### config.mk
export PLATFORM = sky130hd
export DESIGN_NAME = sdram_ch2_bridge
export DESIGN_NICKNAME = d
export VERILOG_FILES = /design/src/rtl/sdram_ch2_bridge.sv
export SDC_FILE = /design/constraint.sdc
export NUM_CORES = 1
export LEC_CHECK = 0
export CORE_MARGIN = 5
export CORE_UTILIZATION = 52
export CTS_CLUSTER_SIZE = 14
export DETAILED_ROUTE_END_ITERATION = 8
export PLACE_DENSITY_LB_ADDON = 0.1
export SLEW_MARGIN = 15
export SYNTH_ARGS = -nofsm -noshare
export SYNTH_HDL_FRONTEND = slang
export SYNTH_SLANG_ARGS = --single-unit
### constraint.sdc
create_clock -name clk -period 4.19 [get_ports clk]
set_input_delay 0.419 -clock clk [delete_from_list [all_inputs] [get_ports clk]]
set_output_delay 0.419 -clock clk [all_outputs]
set_load 0.02 [all_outputs]
### src/rtl/sdram_ch2_bridge.sv
// 32-bit big-endian CPU access to 16-bit SDRAM ch2 port adapter.
// Splits writes into hi/lo word phases, runs the ardy/drdy handshake and guards it with a watchdog.
module sdram_ch2_bridge #(
    parameter int TIMEOUT = 64,
    parameter int TW      = 7
) (
    input  logic        clk,
    input  logic        reset,
    input  logic        cpu_req,
    input  logic        cpu_we,
    input  logic [19:0] cpu_addr,
    input  logic [3:0]  cpu_be,
    input  logic [31:0] cpu_din,
    output logic [31:0] cpu_dout,
    output logic        cpu_ack,
    output logic        cpu_busy,
    output logic        cpu_err,
    output logic [20:0] ch2addr,
    output logic [15:0] ch2din,
    output logic [1:0]  ch2wr,
    output logic        ch2rd,
    input  logic [31:0] ch2dout,
    input  logic        ch2ardy,
    input  logic        ch2drdy
);

    typedef enum logic [2:0] {
        IDLE,
        WR_HI,
        WR_LO,
        RD_REQ,
        RD_WAIT,
        DONE
    } state_t;

    state_t        state_reg, state_next;
    logic [19:0]   addr_reg, addr_next;
    logic [3:0]    be_reg, be_next;
    logic [31:0]   din_reg, din_next;
    logic [TW-1:0] wd_reg, wd_next;
    logic          err_flag_reg, err_flag_next;
    logic          ardy_q, drdy_q;

    logic [31:0]   cpu_dout_reg, cpu_dout_next;
    logic          cpu_ack_reg, cpu_ack_next;
    logic          cpu_busy_reg, cpu_busy_next;
    logic          cpu_err_reg, cpu_err_next;
    logic [20:0]   ch2addr_reg, ch2addr_next;
    logic [15:0]   ch2din_reg, ch2din_next;
    logic [1:0]    ch2wr_reg, ch2wr_next;
    logic          ch2rd_reg, ch2rd_next;

    logic          ardy_rise, drdy_rise, wd_expired;

    assign ardy_rise  = ch2ardy & ~ardy_q;
    assign drdy_rise  = ch2drdy & ~drdy_q;
    // A wait state lasts at most TIMEOUT cycles: entry cycle holds 0, last one TIMEOUT-1.
    assign wd_expired = (wd_reg == TW'(TIMEOUT - 1));

    assign cpu_dout = cpu_dout_reg;
    assign cpu_ack  = cpu_ack_reg;
    assign cpu_busy = cpu_busy_reg;
    assign cpu_err  = cpu_err_reg;
    assign ch2addr  = ch2addr_reg;
    assign ch2din   = ch2din_reg;
    assign ch2wr    = ch2wr_reg;
    assign ch2rd    = ch2rd_reg;

    always_comb begin
        state_next    = state_reg;
        addr_next     = addr_reg;
        be_next       = be_reg;
        din_next      = din_reg;
        wd_next       = '0;
        err_flag_next = err_flag_reg;
        cpu_dout_next = cpu_dout_reg;
        cpu_ack_next  = 1'b0;
        cpu_busy_next = cpu_busy_reg;
        cpu_err_next  = 1'b0;
        ch2addr_next  = ch2addr_reg;
        ch2din_next   = ch2din_reg;
        ch2wr_next    = ch2wr_reg;
        ch2rd_next    = ch2rd_reg;

        case (state_reg)
            IDLE: begin
                // busy stays up for the ack cycle, so the first idle cycle only drops it
                if (cpu_busy_reg) begin
                    cpu_busy_next = 1'b0;
                end else if (cpu_req) begin
                    addr_next     = cpu_addr;
                    be_next       = cpu_be;
                    din_next      = cpu_din;
                    cpu_busy_next = 1'b1;
                    err_flag_next = 1'b0;
                    if (cpu_we) begin
                        if (|cpu_be[3:2]) begin
                            state_next   = WR_HI;
                            ch2addr_next = {cpu_addr, 1'b0};
                            ch2din_next  = cpu_din[31:16];
                            ch2wr_next   = cpu_be[3:2];
                        end else if (|cpu_be[1:0]) begin
                            state_next   = WR_LO;
                            ch2addr_next = {cpu_addr, 1'b1};
                            ch2din_next  = cpu_din[15:0];
                            ch2wr_next   = cpu_be[1:0];
                        end else begin
                            state_next = DONE;
                        end
                    end else begin
                        state_next   = RD_REQ;
                        ch2addr_next = {cpu_addr, 1'b0};
                        ch2rd_next   = 1'b1;
                    end
                end
            end

            WR_HI: begin
                wd_next = wd_reg + TW'(1);
                if (ardy_rise) begin
                    ch2wr_next = 2'b00;
                    if (|be_reg[1:0]) begin
                        // strobes stay low for one cycle so the controller sees a fresh request
                        state_next   = WR_LO;
                        ch2addr_next = {addr_reg, 1'b1};
                        ch2din_next  = din_reg[15:0];
                    end else begin
                        state_next = DONE;
                    end
                end else if (wd_expired) begin
                    ch2wr_next    = 2'b00;
                    err_flag_next = 1'b1;
                    state_next    = DONE;
                end else begin
                    ch2addr_next = {addr_reg, 1'b0};
                    ch2din_next  = din_reg[31:16];
                    ch2wr_next   = be_reg[3:2];
                end
            end

            WR_LO: begin
                wd_next = wd_reg + TW'(1);
                if (ardy_rise) begin
                    ch2wr_next = 2'b00;
                    state_next = DONE;
                end else if (wd_expired) begin
                    ch2wr_next    = 2'b00;
                    err_flag_next = 1'b1;
                    state_next    = DONE;
                end else begin
                    ch2addr_next = {addr_reg, 1'b1};
                    ch2din_next  = din_reg[15:0];
                    ch2wr_next   = be_reg[1:0];
                end
            end

            RD_REQ: begin
                wd_next = wd_reg + TW'(1);
                if (ardy_rise) begin
                    ch2rd_next = 1'b0;
                    state_next = RD_WAIT;
                end else if (wd_expired) begin
                    ch2rd_next    = 1'b0;
                    err_flag_next = 1'b1;
                    state_next    = DONE;
                end else begin
                    ch2addr_next = {addr_reg, 1'b0};
                    ch2rd_next   = 1'b1;
                end
            end

            RD_WAIT: begin
                wd_next = wd_reg + TW'(1);
                if (drdy_rise) begin
                    cpu_dout_next = ch2dout;
                    state_next    = DONE;
                end else if (wd_expired) begin
                    err_flag_next = 1'b1;
                    state_next    = DONE;
                end
            end

            DONE: begin
                cpu_ack_next = 1'b1;
                cpu_err_next = err_flag_reg;
                state_next   = IDLE;
            end

            default: begin
                state_next = IDLE;
                ch2wr_next = 2'b00;
                ch2rd_next = 1'b0;
            end
        endcase

        if (state_next != state_reg) begin
            wd_next = '0;
        end
    end

    always_ff @(posedge clk) begin
        if (reset) begin
            state_reg    <= IDLE;
            addr_reg     <= '0;
            be_reg       <= '0;
            din_reg      <= '0;
            wd_reg       <= '0;
            err_flag_reg <= 1'b0;
            cpu_dout_reg <= '0;
            cpu_ack_reg  <= 1'b0;
            cpu_busy_reg <= 1'b0;
            cpu_err_reg  <= 1'b0;
            ch2addr_reg  <= '0;
            ch2din_reg   <= '0;
            ch2wr_reg    <= 2'b00;
            ch2rd_reg    <= 1'b0;
            // held high so a level already present at reset release is not an edge
            ardy_q       <= 1'b1;
            drdy_q       <= 1'b1;
        end else begin
            state_reg    <= state_next;
            addr_reg     <= addr_next;
            be_reg       <= be_next;
            din_reg      <= din_next;
            wd_reg       <= wd_next;
            err_flag_reg <= err_flag_next;
            cpu_dout_reg <= cpu_dout_next;
            cpu_ack_reg  <= cpu_ack_next;
            cpu_busy_reg <= cpu_busy_next;
            cpu_err_reg  <= cpu_err_next;
            ch2addr_reg  <= ch2addr_next;
            ch2din_reg   <= ch2din_next;
            ch2wr_reg    <= ch2wr_next;
            ch2rd_reg    <= ch2rd_next;
            ardy_q       <= ch2ardy;
            drdy_q       <= ch2drdy;
        end
    end

endmodule

==> metrics.txt <==
Worst Reg2Reg Path Length in Cells=5; type of the worst min-delay path=flip-flop to flip-flop; area of combinational cells with multiple inputs=3100 sq um; pins over their slew limit=0; top flip-flop cell by instance count after synthesis=sky130_fd_sc_hd__dfxtp_1; crit end category=flip-flop; FFs w/ async S/R, synth=0; clock slew at reported path FFs=0.06 ns; final hold vios=0; Achievable Freq=0.343 GHz; Worst IR Drop VDD=0.314 mV; starting utilization of the core area=0.528; power per cell area=461 nW/um^2; floorplan die area=14500 sq um; antenna fix cells=0; footprint of the flip-flops and latches=2880 sq um; post-synthesis cell type count=54; crit path launch type=flip-flop; number of buffers created by CTS=17; DRC=0; peak fanout along the critical path=20; overall track demand over capacity in global routing=0.257; Post-Route Skew=0.00552 ns; initial DRC count=582; boundary pin count=169; number of vias per cell after detailed routing=5.76; via count of the first global-routing pass=6104; grt ovf=0; critical path required time=4.50 ns; core occupancy in the finished layout=0.716; Layout Cells excl Fill=1066; Period minus WS final=2.92 ns; count of flip-flops with a built-in enable after synthesis=0; largest area contributor in the netlist=sky130_fd_sc_hd__dfxtp_1; initial antenna violation count=0; Longest Clk Path Bufs=2; count of state elements after synthesis=144; H-tree level count=4; number of instances in the placed design=1036; PortBufs=168; Worst path slowest cell=sky130_fd_sc_hd__dfxtp_1; row count=40; max-cap violations=0; Tcrit/Tclk final=0.696; insertion delay to the later sink of the worst-skew pair=0.42 ns; depth of the worst hold-timing path=2; endpoint of the most critical register-to-register path=ch2addr[3]; fin nets=1003; Hold EP=cpu_dout[6]; total chip power=0.00395 W; hold bufs inserted after CTS=0; result of the run=finished, final reports clean; Hold Path Origin=cpu_dout[6]; Critical Path, Cell by Cell=or2_1, o22ai_1, nor4b_2, nand2_1, o32ai_1; chip width=120 um; worst flop-to-flop path startpoint=state_reg[1]; RSZ-0062 raised after global routing=false; total half-perimeter wirelength after legalization and detailed placement=12.2 mm; startpoint-to-endpoint class of the critical path=flip-flop to flip-flop; via count=6142; slew of the pin with the lowest slew margin=0.929 ns; Final setup viols=0; worst stage delay on the critical path=0.75 ns; wire length of the first global-routing pass=30.2 mm; Area Growth Syn to Fin=35.6%; fill cell count=919; CTS root buffer=sky130_fd_sc_hd__clkbuf_16; routed length per placed instance=17.4 um; Post-Synthesis Net Count=870; average cell area after synthesis=8.15 sq um; CTS tree=done; Total Wirelength=18.6 mm; Ys Warns=0; sequential area share after synthesis=0.456; postcts setup bufs=0; pin count of the biggest net entering global routing=129; area inside the core boundary=12000 sq um; CTS Sinks=144; worst rel slew slack=0.381; final weighted congestion in routability-driven placement=0.906; data arrival time of the critical path=3.23 ns; mapped cell area=6320 sq um; CTS-repair resized insts=0; number of detailed-route iterations in the first pass=6; Leak=3.03 nW; height of the die=120 um; share of the synthesized area in the top cell type=0.456; synthesized instance count=775; register-to-register setup slack=1.27 ns; dominant cells by area after synthesis=sky130_fd_sc_hd__dfxtp_1, sky130_fd_sc_hd__nand2_1, sky130_fd_sc_hd__a21oi_1, sky130_fd_sc_hd__mux2i_1, sky130_fd_sc_hd__a22o_1; TNS Setup=0 ns; Antenna Nets Post-Route=0; fraction of layout cells with a size suffix above 1=0.0609
-- cell families (layout without fill, tap and decap cells) --
group,count (synthesis),in the layout,share of synthesized area
buf+inv,84,228,0.0570
compound gates,213,213,0.216
xor+xnor,5,5,0.00693
mux,33,33,0.0529
flops,144,144,0.456
simple gates,295,295,0.208
fa+ha+maj,1,1,0.00198
-- per-layer routing --
layer | up-vias | track usage | share of wire
li1 | 2964 | - | -
met1 | 2880 | 0.308 | 0.40
met2 | 256 | 0.432 | 0.50
met3 | 42 | 0.0758 | 0.079
met4 | 0 | 0.104 | 0.023
met5 | - | 0 | 0
-- cells in the final DEF (no fill, tap or decap), types with 6 or more instances in the layout --
cell type,instances
sky130_fd_sc_hd__nor2_1,27
sky130_fd_sc_hd__nand3_1,20
sky130_fd_sc_hd__nand2_1,186
sky130_fd_sc_hd__inv_1,20
sky130_fd_sc_hd__nand2b_1,24
sky130_fd_sc_hd__a22o_1,22
sky130_fd_sc_hd__o32ai_1,20
sky130_fd_sc_hd__clkdlybuf4s50_1,167
sky130_fd_sc_hd__o221ai_1,17
sky130_fd_sc_hd__o21ai_0,7
sky130_fd_sc_hd__clkbuf_16,17
sky130_fd_sc_hd__mux2i_1,32
sky130_fd_sc_hd__buf_4,9
sky130_fd_sc_hd__dfxtp_1,144
sky130_fd_sc_hd__clkbuf_8,6
sky130_fd_sc_hd__nor3_1,10
sky130_fd_sc_hd__a21oi_1,122
-- through the flow --
| stage | setup slack [ns] | cell area (sq um) | hold WS, ns |
|---|---|---|---|
| 6_report | 1.27 | 8560 | 0.452 |
| 4_1_cts | 1.38 | 8550 | 0.453 |
| 3_5_place_dp | 1.20 | 7990 | 0.445 |
| 2_1_floorplan | 2.25 | 6320 | 0.430 |
| 5_1_grt | 1.07 | 8560 | 0.476 |
| 3_3_place_gp | 1.28 | 7990 | 0.441 |
-- worst max-delay path: cells and delay by family, from the launching register on --
kind | cells | cell delay (ns)
AND/OR/NAND/NOR | 3 | 1.42
flip-flops | 1 | 0.75
AO/OA/AOI/OAI | 2 | 0.63
-- cell usage after synthesis, types with 2 or more instances --
| cell type | count |
|---|---|
| sky130_fd_sc_hd__nand3_1 | 21 |
| sky130_fd_sc_hd__nand2_1 | 186 |
| sky130_fd_sc_hd__inv_1 | 20 |
| sky130_fd_sc_hd__buf_6 | 2 |
| sky130_fd_sc_hd__a22o_1 | 22 |
| sky130_fd_sc_hd__o221ai_1 | 17 |
| sky130_fd_sc_hd__nor2_1 | 28 |
| sky130_fd_sc_hd__a22oi_1 | 2 |
| sky130_fd_sc_hd__nand3b_1 | 2 |
| sky130_fd_sc_hd__a2111oi_0 | 2 |
| sky130_fd_sc_hd__o21ai_0 | 7 |
| sky130_fd_sc_hd__clkbuf_1 | 41 |
| sky130_fd_sc_hd__nand2b_1 | 24 |
| sky130_fd_sc_hd__or2_2 | 5 |
| sky130_fd_sc_hd__a32oi_1 | 2 |
| sky130_fd_sc_hd__mux2i_1 | 32 |
| sky130_fd_sc_hd__a2111o_1 | 2 |
| sky130_fd_sc_hd__xor2_1 | 4 |
| sky130_fd_sc_hd__nor2b_1 | 5 |
| sky130_fd_sc_hd__o32ai_1 | 20 |
| sky130_fd_sc_hd__buf_2 | 17 |
| sky130_fd_sc_hd__a211oi_1 | 2 |
| sky130_fd_sc_hd__dfxtp_1 | 144 |
| sky130_fd_sc_hd__nor3_1 | 10 |
| sky130_fd_sc_hd__o22ai_1 | 3 |
| sky130_fd_sc_hd__nor3_2 | 2 |
| sky130_fd_sc_hd__buf_4 | 2 |
| sky130_fd_sc_hd__a21oi_1 | 122 |
| sky130_fd_sc_hd__a31oi_1 | 4 |
-- power by group --
group / switching [W] / total, W / internal, W
combinational: 0.000518 / 0.000918 / 0.000399
sequential: 0.0000910 / 0.00158 / 0.00149
clock: 0.000543 / 0.00144 / 0.000901
total: 0.00115 / 0.00395 / 0.00279
-- cell type report --
| type | instances | area share |
|---|---|---|
| clock inverters | 5 | 0.00614 |
| multi-input cells | 547 | 0.362 |
| inverters | 21 | 0.00920 |
| clock buffers | 25 | 0.0602 |
| well taps | 147 | 0.0215 |
| flip-flops and latches | 144 | 0.337 |
| repair buffers | 177 | 0.204 |
-- worst max path at each step --
| stage | startpoint | to | slack [ns] | cells after the start |
|---|---|---|---|---|
| floorplan | cpu_be[0] | ch2din[10] | 2.25 | 7 |
| global placement | cpu_be[2] | ch2din[14] | 1.28 | 6 |
| detailed placement | cpu_be[2] | ch2din[12] | 1.20 | 6 |
| CTS | state_reg[1] | ch2addr[19] | 1.38 | 5 |
| global route | state_reg[1] | ch2addr[19] | 1.07 | 5 |
| finish | state_reg[1] | ch2addr[3] | 1.27 | 5 |
No activity file was read; power rests on OpenSTA's default activity.
